==> src/rtl/uart_rx.sv <==
`timescale 1ns/1ps
// uart_rx: 16x-oversampled UART receiver (LSB first) with one-clock done pulse and frame error flag.
// Define UART_RX_PARITY_EN to receive a parity bit after the data bits; otherwise parity_err is held low.
module uart_rx #(
  parameter int DBIT       = 8,
  parameter int SB_TICK    = 16,
  parameter int PARITY_ODD = 0
) (
  input  logic            clk,
  input  logic            reset,
  input  logic            rx,
  input  logic            s_tick,
  output logic [DBIT-1:0] rx_dout,
  output logic            rx_done_tick,
  output logic            frame_err,
  output logic            parity_err
);
  localparam int SW = (SB_TICK > 16) ? 5 : 4;
  localparam int NW = (DBIT > 1) ? $clog2(DBIT) : 1;
  localparam logic [SW-1:0] S_MID  = SW'(7);
  localparam logic [SW-1:0] S_BIT  = SW'(15);
  localparam logic [SW-1:0] S_STOP = SW'(SB_TICK - 1);
  localparam logic [NW-1:0] N_LAST = NW'(DBIT - 1);

  typedef enum logic [2:0] {IDLE, START, DATA, PARITY, STOP} state_t;

  state_t          state;
  logic [SW-1:0]   s;
  logic [NW-1:0]   n;
  logic [DBIT-1:0] sh;
  logic            rx_p0;
  logic            rx_s;
  logic            rx_prev;
`ifdef UART_RX_PARITY_EN
  logic            par_bit;
`endif

  // Two-flop synchronizer; resets to the idle (high) line level
  always_ff @(posedge clk or posedge reset) begin
    if (reset) begin
      rx_p0 <= 1'b1;
      rx_s  <= 1'b1;
    end else begin
      rx_p0 <= rx;
      rx_s  <= rx_p0;
    end
  end

  always_ff @(posedge clk or posedge reset) begin
    if (reset) begin
      state        <= IDLE;
      s            <= '0;
      n            <= '0;
      sh           <= '0;
      rx_prev      <= 1'b1;
      rx_dout      <= '0;
      rx_done_tick <= 1'b0;
      frame_err    <= 1'b0;
`ifdef UART_RX_PARITY_EN
      par_bit      <= 1'b0;
      parity_err   <= 1'b0;
`endif
    end else begin
      rx_done_tick <= 1'b0;
      rx_prev      <= rx_s;
      case (state)
        // A held-low line after a break never re-triggers: only a fresh 1->0 edge starts a frame
        IDLE: if (rx_prev && !rx_s) begin
          state <= START;
          s     <= '0;
        end
        START: if (s_tick) begin
          if (s == S_MID) begin
            if (!rx_s) begin
              state <= DATA;
              s     <= '0;
              n     <= '0;
            end else begin
              state <= IDLE;
            end
          end else begin
            s <= s + 1'b1;
          end
        end
        DATA: if (s_tick) begin
          if (s == S_BIT) begin
            s  <= '0;
            sh <= {rx_s, sh[DBIT-1:1]};
            if (n == N_LAST) begin
`ifdef UART_RX_PARITY_EN
              state <= PARITY;
`else
              state <= STOP;
`endif
            end else begin
              n <= n + 1'b1;
            end
          end else begin
            s <= s + 1'b1;
          end
        end
`ifdef UART_RX_PARITY_EN
        PARITY: if (s_tick) begin
          if (s == S_BIT) begin
            par_bit <= rx_s;
            s       <= '0;
            state   <= STOP;
          end else begin
            s <= s + 1'b1;
          end
        end
`endif
        STOP: if (s_tick) begin
          if (s == S_STOP) begin
            rx_dout      <= sh;
            frame_err    <= ~rx_s;
            rx_done_tick <= 1'b1;
            state        <= IDLE;
`ifdef UART_RX_PARITY_EN
            parity_err   <= ^{sh, par_bit, PARITY_ODD[0]};
`endif
          end else begin
            s <= s + 1'b1;
          end
        end
        default: state <= IDLE;
      endcase
    end
  end

`ifndef UART_RX_PARITY_EN
  // No parity bit is framed in this build, so the flag can never be raised
  assign parity_err = PARITY_ODD[0] & 1'b0;
`endif

endmodule
==> config.mk <==
export PLATFORM = sky130hd
export DESIGN_NAME = uart_rx
export DESIGN_NICKNAME = d
export VERILOG_FILES = /design/src/rtl/uart_rx.sv
export SDC_FILE = /design/constraint.sdc
export NUM_CORES = 1
export LEC_CHECK = 0
export CAP_MARGIN = 15
export CORE_MARGIN = 2
export CORE_UTILIZATION = 40
export CTS_BUF_LIST = sky130_fd_sc_hd__clkbuf_8
export DETAILED_ROUTE_END_ITERATION = 10
export GPL_ROUTABILITY_DRIVEN = 0
export PLACE_DENSITY = 0.68
export SYNTH_ARGS = -nofsm -noshare
export SYNTH_HDL_FRONTEND = slang
export SYNTH_SLANG_ARGS = --single-unit
==> constraint.sdc <==
create_clock -name clk -period 2 [get_ports clk]
set_clock_uncertainty 0.2 [all_clocks]
set_input_delay 0.6 -clock clk [delete_from_list [all_inputs] [get_ports clk]]
set_output_delay 0.6 -clock clk [all_outputs]
set_load 0.05 [all_outputs]
## Word-level counts from Yosys, hierarchy flattened

Index checks and enable logic that the tools add are counted.
W data, S select, Z words.

- Bits in registers: 31
- Input bits: 4
- Output and inout bits: 11
- Word-level logic and storage cells: 70

- Add/sub/neg operators: 2
- Eq/ne operators: 18
- Muxes and demuxes: 29
- Bitwise logic cells: 1
- Reductions and logical operators: 10

Operators by type and width:

| operator | count |
|---|---|
| $mux W3 | 14 |
| $mux W4 | 8 |
| $ne A2 B2 Y1 const B | 11 |
| $pmux W4 S4 | 1 |
| $reduce_and A7 Y1 | 2 |
| $pmux W3 S4 | 1 |
| $reduce_and A8 Y1 | 1 |
| $eq A3 B3 Y1 const B | 2 |
| $pmux W3 S2 | 1 |
| $reduce_and A3 Y1 | 2 |
| $add A4 B1 Y4 const B | 1 |
| $eq A4 B3 Y1 const B | 1 |
| $eq A4 B4 Y1 const B | 1 |
| $reduce_bool A4 Y1 | 1 |
| $add A3 B1 Y3 const B | 1 |
| $eq A3 B1 Y1 const B | 1 |
| $eq A3 B2 Y1 const B | 1 |
| $logic_not A3 Y1 | 1 |
| $mux W1 | 3 |
| $ne A3 B3 Y1 const B | 1 |
| $mux W2 | 1 |
| $reduce_bool A2 Y1 | 1 |
| $logic_and A1 B1 Y1 | 1 |
| $logic_not A1 Y1 | 1 |
| $not A1 Y1 | 1 |

## Longest topological paths before layout

Gate-level depths: netlist of run 1.

- Depth after elaboration: 5
- Gate-level depth with buffers: 7
- Gate-level depth less buffers: 6

## Worst setup path before layout of run 1

OpenSTA, ideal clock, no wires.

- Path type: register to register
- From: register s[0]
- To: register n[0]
- Setup time: 0.125 ns
- Arrival time: 1.738 ns
- Required time: 1.675 ns
- Setup slack: -0.063 ns
- Cell stages (with the launch flop): 7
- Buffers on the path: 0
- Period minus slack after synthesis: 2.063 ns
- Cells stage by stage: dfrtp_1 -> ha_1 -> and3b_1 -> or3_1 -> o21ai_1 -> and4bb_4 -> mux2_4

- Longest elaborated chain between the ends: 3
- Elaborated cells between the ends (all ways): 5
- Those cells by class: eq/ne (4); reduce/logical (1)

Ends and longest elaborated chain:

| item | line | RTL |
|---|---|---|
| from (decl) | 28 | `logic [SW-1:0] s;` |
| from (signal assigned) | 82 | `s <= s + 1'b1;` |
| from (signal assigned) | 99 | `s <= s + 1'b1;` |
| from (signal assigned) | 123 | `s <= s + 1'b1;` |
| $eq A4 B4 Y1 / $eq A4 B3 Y1 (equally long branches) | 86, 73 |  |
| $ne A2 B2 Y1 (no source line) | n/a |  |
| $reduce_and A7 Y1 (no source line) (*) | n/a |  |
| to (signal assigned) | 96 | `n <= n + 1'b1;` |
| to (decl) | 29 | `logic [NW-1:0] n;` |

Mark *: on every way between the ends. The rest lies on a longest branch, timed or not.
A chain may end at the register's enable or synchronous reset.

## Final worst setup path of run 1

Same ends and word-level chain as after synthesis.

==> out/results.txt, run 1 <==
Status -> finished with violations
Failing checks -> negative setup slack
Syn Inst Count -> 116
TritonCTS Buffers -> 5
GRT overflow -> 0
Share of post-route cells with drive strength above 1 -> 50.7%
Minimum clock period -> 2020 ps
CP endpoint kind -> flip-flop
Multi-input gate area -> 689 µm²
Pwr per Cell Area -> 942 nW/µm²
Most common cell after layout, fill and taps aside -> dfrtp_1
Area leader, netlist -> dfrtp_1
Final nets -> 156
Buf/Inv on CP -> 0
Min-delay worst type -> flip-flop to flip-flop
Final setup margin -> -23.8 ps
CP Data Arrival Time -> 1980 ps
Die Width -> 64.9 µm
Area added between synthesis and finish -> 35.4%
Synth warn -> 0
CP Class -> flip-flop to flip-flop
Ant. Diodes -> 0
Pre-CTS WS -> -514 ps
Clock Path Buffers -> 2
Final setup vio count -> 5
Fin crit share -> 101%
CP delay by family, top -> simple AND/OR/NAND/NOR gates
CTS tree -> yes
Initial core utilization -> 41.1%
Die Area -> 4210 µm²
Worst reg-to-reg path cell count -> 6
Crit path max fanout -> 4
Area of the mapped netlist -> 1480 µm²
Worst-Skew Late Latency -> 280 ps
Global-route wire length before repair -> 5.11 mm
WHS Path Cells -> 0
Port bufs -> 13
GRT Util Overall -> 16.5%
Hold_ws -> 156 ps
RSZ-0062 raised after global routing -> yes
Sequential fraction of the synthesis area -> 52.6%
Main flop type after synthesis -> dfrtp_1
Fin util -> 55.6%
Maximum vdd ir drop -> 0.539 mV
Post-DRT Antenna Nets -> 0
Top cells by area, synth -> dfrtp_1 47%, mux2_2 14%, dfstp_2 5.3%
Max Cap Viol -> 0
Crit path max-delay cell type -> dfrtp_1
Share of the synthesized area in the top cell type -> 47.3%
DRC -> 0
CP Depth -> 6
Post-synth ARST share -> 100%
Antenna violations before repair -> 0
WL per Instance -> 14.9 µm
Die Y -> 64.9 µm
Critical Path Max Stage Delay -> 410 ps
H-tree level count -> 2
Largest net degree at the start of global routing -> 22
CTS sink cnt -> 31
CORE AREA -> 3610 µm²
Routed WL -> 2.94 mm
Fmax -> 0.494 GHz
Synth Area per Inst -> 12.8 µm²
Detailed Route Iter0 Violations -> 46
CTS hold repair buffers -> 0
Synth cell types -> 43
# IOs -> 15
Pins over their slew limit -> 0
Fin Setup TNS -> -88.8 ps
Total power draw -> 1.89 mW
Vias -> 1028
Lkg Pwr -> 0.952 nW
FP Rows -> 22
Number of flops mapped to enable cells by yosys -> 0
Final Hold Vio Count -> 0
Crit-path cells -> ha_4, and3b_1, or3_1, o21ai_1, and4bb_4, mux2_4
Post-DP HPWL -> 1.95 mm
Vias/cell -> 5.19
Clock-pin slew on the worst setup and hold paths -> 60 ps
Critical Path Source Type -> flip-flop
FILL cells -> 309
Most frequent cells in the layout -> 28 x dfrtp_1, 18 x mux2_2, 17 x buf_4
Initial DRT Pass Iterations -> 4
Root Buffer -> clkbuf_8
Critical Path RT -> 1960 ps
Number of global-route vias before repair -> 1082
Syn nets -> 123
Total area of sequential cells -> 779 µm²
Yosys reg bits -> 31
## layer usage
metal / global-route usage, % / share of wire, %
met4: 7.98 / 1.8
met3: 5.73 / 4.6
met5: 0 / 0
met1: 20.4 / 45
met2: 25.6 / 49
## through the flow
step           area [µm²]  std cells
2_1_floorplan        1490        116
3_3_place_gp         1890        189
3_5_place_dp         1890        189
4_1_cts              1990        198
5_1_grt              2010        198
6_report             2010        198
## synth_stat cells (2+ instances only)
master	number
dfrtp_1	28
mux2_2	18
nor2_1	8
nand2_1	6
buf_4	4
and3_2	3
dfstp_2	3
ha_1	3
mux2_4	3
inv_1	2
mux2i_1	2
nand2b_1	2
nand3_1	2
nor3_1	2
o211ai_1	2
## state kept, by name (all words and copies together), names as in the netlist
| name | flops |
|---|---|
| state | 3 |
| rx_done_tick | 1 |
| n | 3 |
| rx_p0 | 1 |
| frame_err | 1 |
| rx_s | 1 |
| sh | 8 |
| rx_prev | 1 |
| s | 4 |
| rx_dout | 8 |
## final timing paths
check,start,endpoint,slack [ps]
hold / removal,rx_p0,rx_s,160
setup reg to reg,s[0],n[0],-20
min in group asynchronous,reset,n[1],420
max in group asynchronous,reset,sh[7],910
setup / recovery,s[0],n[0],-20
hold reg to reg,rx_p0,rx_s,160
## cell families (layout without fill, tap and decap cells)
kind of cell,Yosys count,in the layout,synth area share (%)
other,1,1,0.253
buffers and inverters,7,41,2.87
DFF,31,31,52.6
AOI/OAI and AO/OA,15,15,8.19
adders and majority gates,3,3,2.53
and+or+nand+nor,35,35,14.7
muxes,24,24,18.8
## repair_timing
action | 4_1_cts | 5_1_grt
pin swaps | 4 | 0
endpoints found under the setup margin | 18 | 10
resized for setup | 4 | 2
buffers inserted | 1 | 0
## power by group
part,internal (mW),switching [mW]
logic,0.348,0.309
registers,0.676,0.0640
clock network,0.272,0.220
total,1.30,0.593
## worst register-to-register path, stage by stage, from the launching register on
cell,delay [ps]
dfrtp_1,410
ha_4,180
and3b_1,190
or3_1,330
o21ai_1,80
and4bb_4,220
mux2_4,300
## layout make-up
type / count / share of cell area (%)
flip-flops and latches: 31 / 38.9
clock buffers: 6 / 4.12
repair buffers: 31 / 18.8
inverters: 2 / 0.374
well taps: 48 / 2.99
clock inverters: 2 / 0.437
multi-input cells: 78 / 34.4
Note: power is estimated with default switching activity, not from simulation.
==> inputs of run 2 (changes only) <==
RECOVER_POWER = 100   (was default)
==> run 2 against run 1 <==
The run still ends with negative setup slack left. Worst hold slack barely moved. Via count increased by 0.19%. Die area unchanged. First-iteration DRC count increased by 8.7%. Utilization shrank 4.8 points. Final area is 8.6% lower. Clock power about the same. Non-clock buffer count is the same. Sequential share of layout area increased by 3.7 points. Power down 0.68%. Maximum frequency barely moved.
==> out/results.txt, run 2 (synthesis gave the netlist of run 1 again) <==
Status -> finished with violations
Failing checks -> negative setup slack
Min-delay worst type -> flip-flop to flip-flop
Net Switching -> 594 µW (+0.18%)
R2R setup slack -> -20 ps (about the same)
Crit path max fanout -> 4 (unchanged)
WHS Path Cells -> 0 (unchanged)
GRT overflow -> 0 (unchanged)
Lkg Pwr -> 0.906 nW (-4.9%)
Share of post-route cells with drive strength above 1 -> 49.3% (-1.3 points)
Area added between synthesis and finish -> 23.7%
Vias/cell -> 5.20 (+0.19%)
Maximum vdd ir drop -> 0.539 mV (about the same)
Fin Setup TNS -> -98.9 ps (-10.1 ps)
CP Data Arrival Time -> 1990 ps (about the same)
Most frequent cells in the layout -> 28 x dfrtp_1, 18 x mux2_2, 14 x buf_4
Worst-Skew Late Latency -> 280 ps (about the same)
CTS sink cnt -> 31 (unchanged)
Fin cells -> 198 (unchanged)
Top flop regs -> rx_dout (8), sh (8), s (4)
GRT Util Overall -> 16.5% (unchanged)
Final nets -> 156 (unchanged)
DRC -> 0 (unchanged)
# IOs -> 15 (unchanged)
Most common cell after layout, fill and taps aside -> dfrtp_1
Detailed Route Iter0 Violations -> 50 (+8.7%)
Largest net degree at the start of global routing -> 22 (unchanged)
Crit path max-delay cell type -> or4b_1
Antenna violations before repair -> 0 (unchanged)
Global-route wire length before repair -> 5.11 mm (unchanged)
Initial core utilization -> 41.1% (unchanged)
Critical Path Source Type -> input port
Sw Share -> 31.7% (+0.27 points)
Worst reg-to-reg path cell count -> 6 (unchanged)
Part of the power in registers -> 39.5% (+0.3 points)
RSZ-0062 raised after global routing -> yes
CP delay by family, top -> simple AND/OR/NAND/NOR gates
Pwr per Cell Area -> 1020 nW/µm² (+8.7%)
Clock network fraction of total power -> 26.2% (+0.2 points)
Fin crit share -> 101% (about the same)
Combinational Power Share -> 34.3% (-0.5 points)
CTS tree -> yes
Critical Path Max Stage Delay -> 540 ps (+130 ps)
Crit-path cells -> clkdlybuf4s15_1, or4b_1, o21ai_2, nor3_2, and2_0, a22o_1
Buf/Inv on CP -> 1 (+1)
Initial DRT Pass Iterations -> 4 (unchanged)
CP Class -> input port to flip-flop
WL per Instance -> 14.9 µm (+0.44%)
Cell Int Power -> 1.28 mW (-1.1%)
Final Hold Vio Count -> 0 (unchanged)
Final setup vio count -> 5 (unchanged)
Critical Path RT -> 1960 ps (about the same)
Die Area -> 4210 µm² (unchanged)
Number of global-route vias before repair -> 1082 (unchanged)
Die Width -> 64.9 µm (unchanged)
Clock Path Buffers -> 2 (unchanged)
Max Cap Viol -> 0 (unchanged)
TritonCTS Buffers -> 5 (unchanged)
Pins over their slew limit -> 0 (unchanged)
Ant. Diodes -> 0 (unchanged)
Clock-pin slew on the worst setup and hold paths -> 60 ps (about the same)
CP Depth -> 6 (unchanged)
Post-DRT Antenna Nets -> 0 (unchanged)
Max transition margin -> 64.1%
Vias -> 1030 (+0.19%)
CP endpoint kind -> flip-flop
Fmax -> 0.494 GHz (about the same)
Port bufs -> 13 (unchanged)
Transition time of the tightest slew-check pin -> 539 ps
Final setup margin -> -25.7 ps (-1.90 ps)
FP Rows -> 22 (unchanged)
Die Y -> 64.9 µm (unchanged)
Root Buffer -> clkbuf_8
CORE AREA -> 3610 µm² (unchanged)
Minimum clock period -> 2030 ps (+1.90 ps)
Placed insts -> 189 (unchanged)
H-tree level count -> 2 (unchanged)
Post-DP HPWL -> 1.95 mm (unchanged)
CTS hold repair buffers -> 0 (unchanged)
Routed WL -> 2.96 mm (+0.44%)
[run 2: changes by cell type in the layout (fill, tap and decap cells not counted), sizes merged]
cell / delta
buf: -14
clkbuf: +14
clkdlybuf4s50: -2
dlygate4sd3: +2
[run 2: routing by layer]
metal	track usage, %	vias to the layer above	routed length, µm
li1	-	486	-
met1	20.4	515	1340
met2	25.6	24	1440
met3	5.73	5	124
met4	7.98	0	53
met5	0	-	0
[run 2: layout make-up]
| cell class | instances | area [µm²] |
|---|---|---|
| sequential | 31 | 779 |
| timing repair buffer | 31 | 205 |
| inverter | 2 | 7.51 |
| fill | 331 | 1770 |
| tap | 48 | 60.1 |
| clock buffer | 6 | 82.6 |
| clock inverter | 2 | 8.76 |
| multi-input combinational | 78 | 689 |
[run 2: per-stage QoR]
stage | hold WS, ps | setup slack [ps] | util (%) | area [µm²] | total power, mW
finish | 156 | -25.7 | 50.8 | 1830 | 1.88
detailed placement | 156 | -514 | 52.4 | 1890 | 1.36
global placement | 148 | -468 | 52.4 | 1890 | 1.33
CTS | 164 | -4.20 | 55.3 | 1990 | 1.88
global route | 166 | -130 | 50.8 | 1830 | 2.00
floorplan | 145 | 7.97 | - | 1490 | 1.16
[run 2: worst reg2reg max path, cell delays in order (launching register included)]
cell,delay [ps]
dfrtp_1,410
ha_4,180
and3b_1,190
or3_1,330
o21ai_1,80
and4bb_4,220
mux2_4,300
[run 2: worst paths after layout]
kind                       startpoint     to
min                             rx_p0   rx_s
max reg2reg                      s[0]   n[0]
min in group asynchronous       reset   n[1]
max                            s_tick   s[3]
min reg2reg                     rx_p0   rx_s
max in group asynchronous       reset  rx_p0
[run 2: power groups by stage]
stage / Sequential [mW] / Clock [mW] / Combinational, mW
after detailed placement: 0.747 / 0 / 0.612
after global placement: 0.743 / 0 / 0.590
after global routing: 0.746 / 0.553 / 0.706
final: 0.741 / 0.491 / 0.644
after CTS: 0.735 / 0.513 / 0.633
after floorplan: 0.724 / 0 / 0.431
[run 2: what timing repair did]
action                     4_1_cts  5_1_grt
resized for setup                4        2
setup endpoints to repair       18       10
pin swaps                        4        0
buffers inserted                 1        0
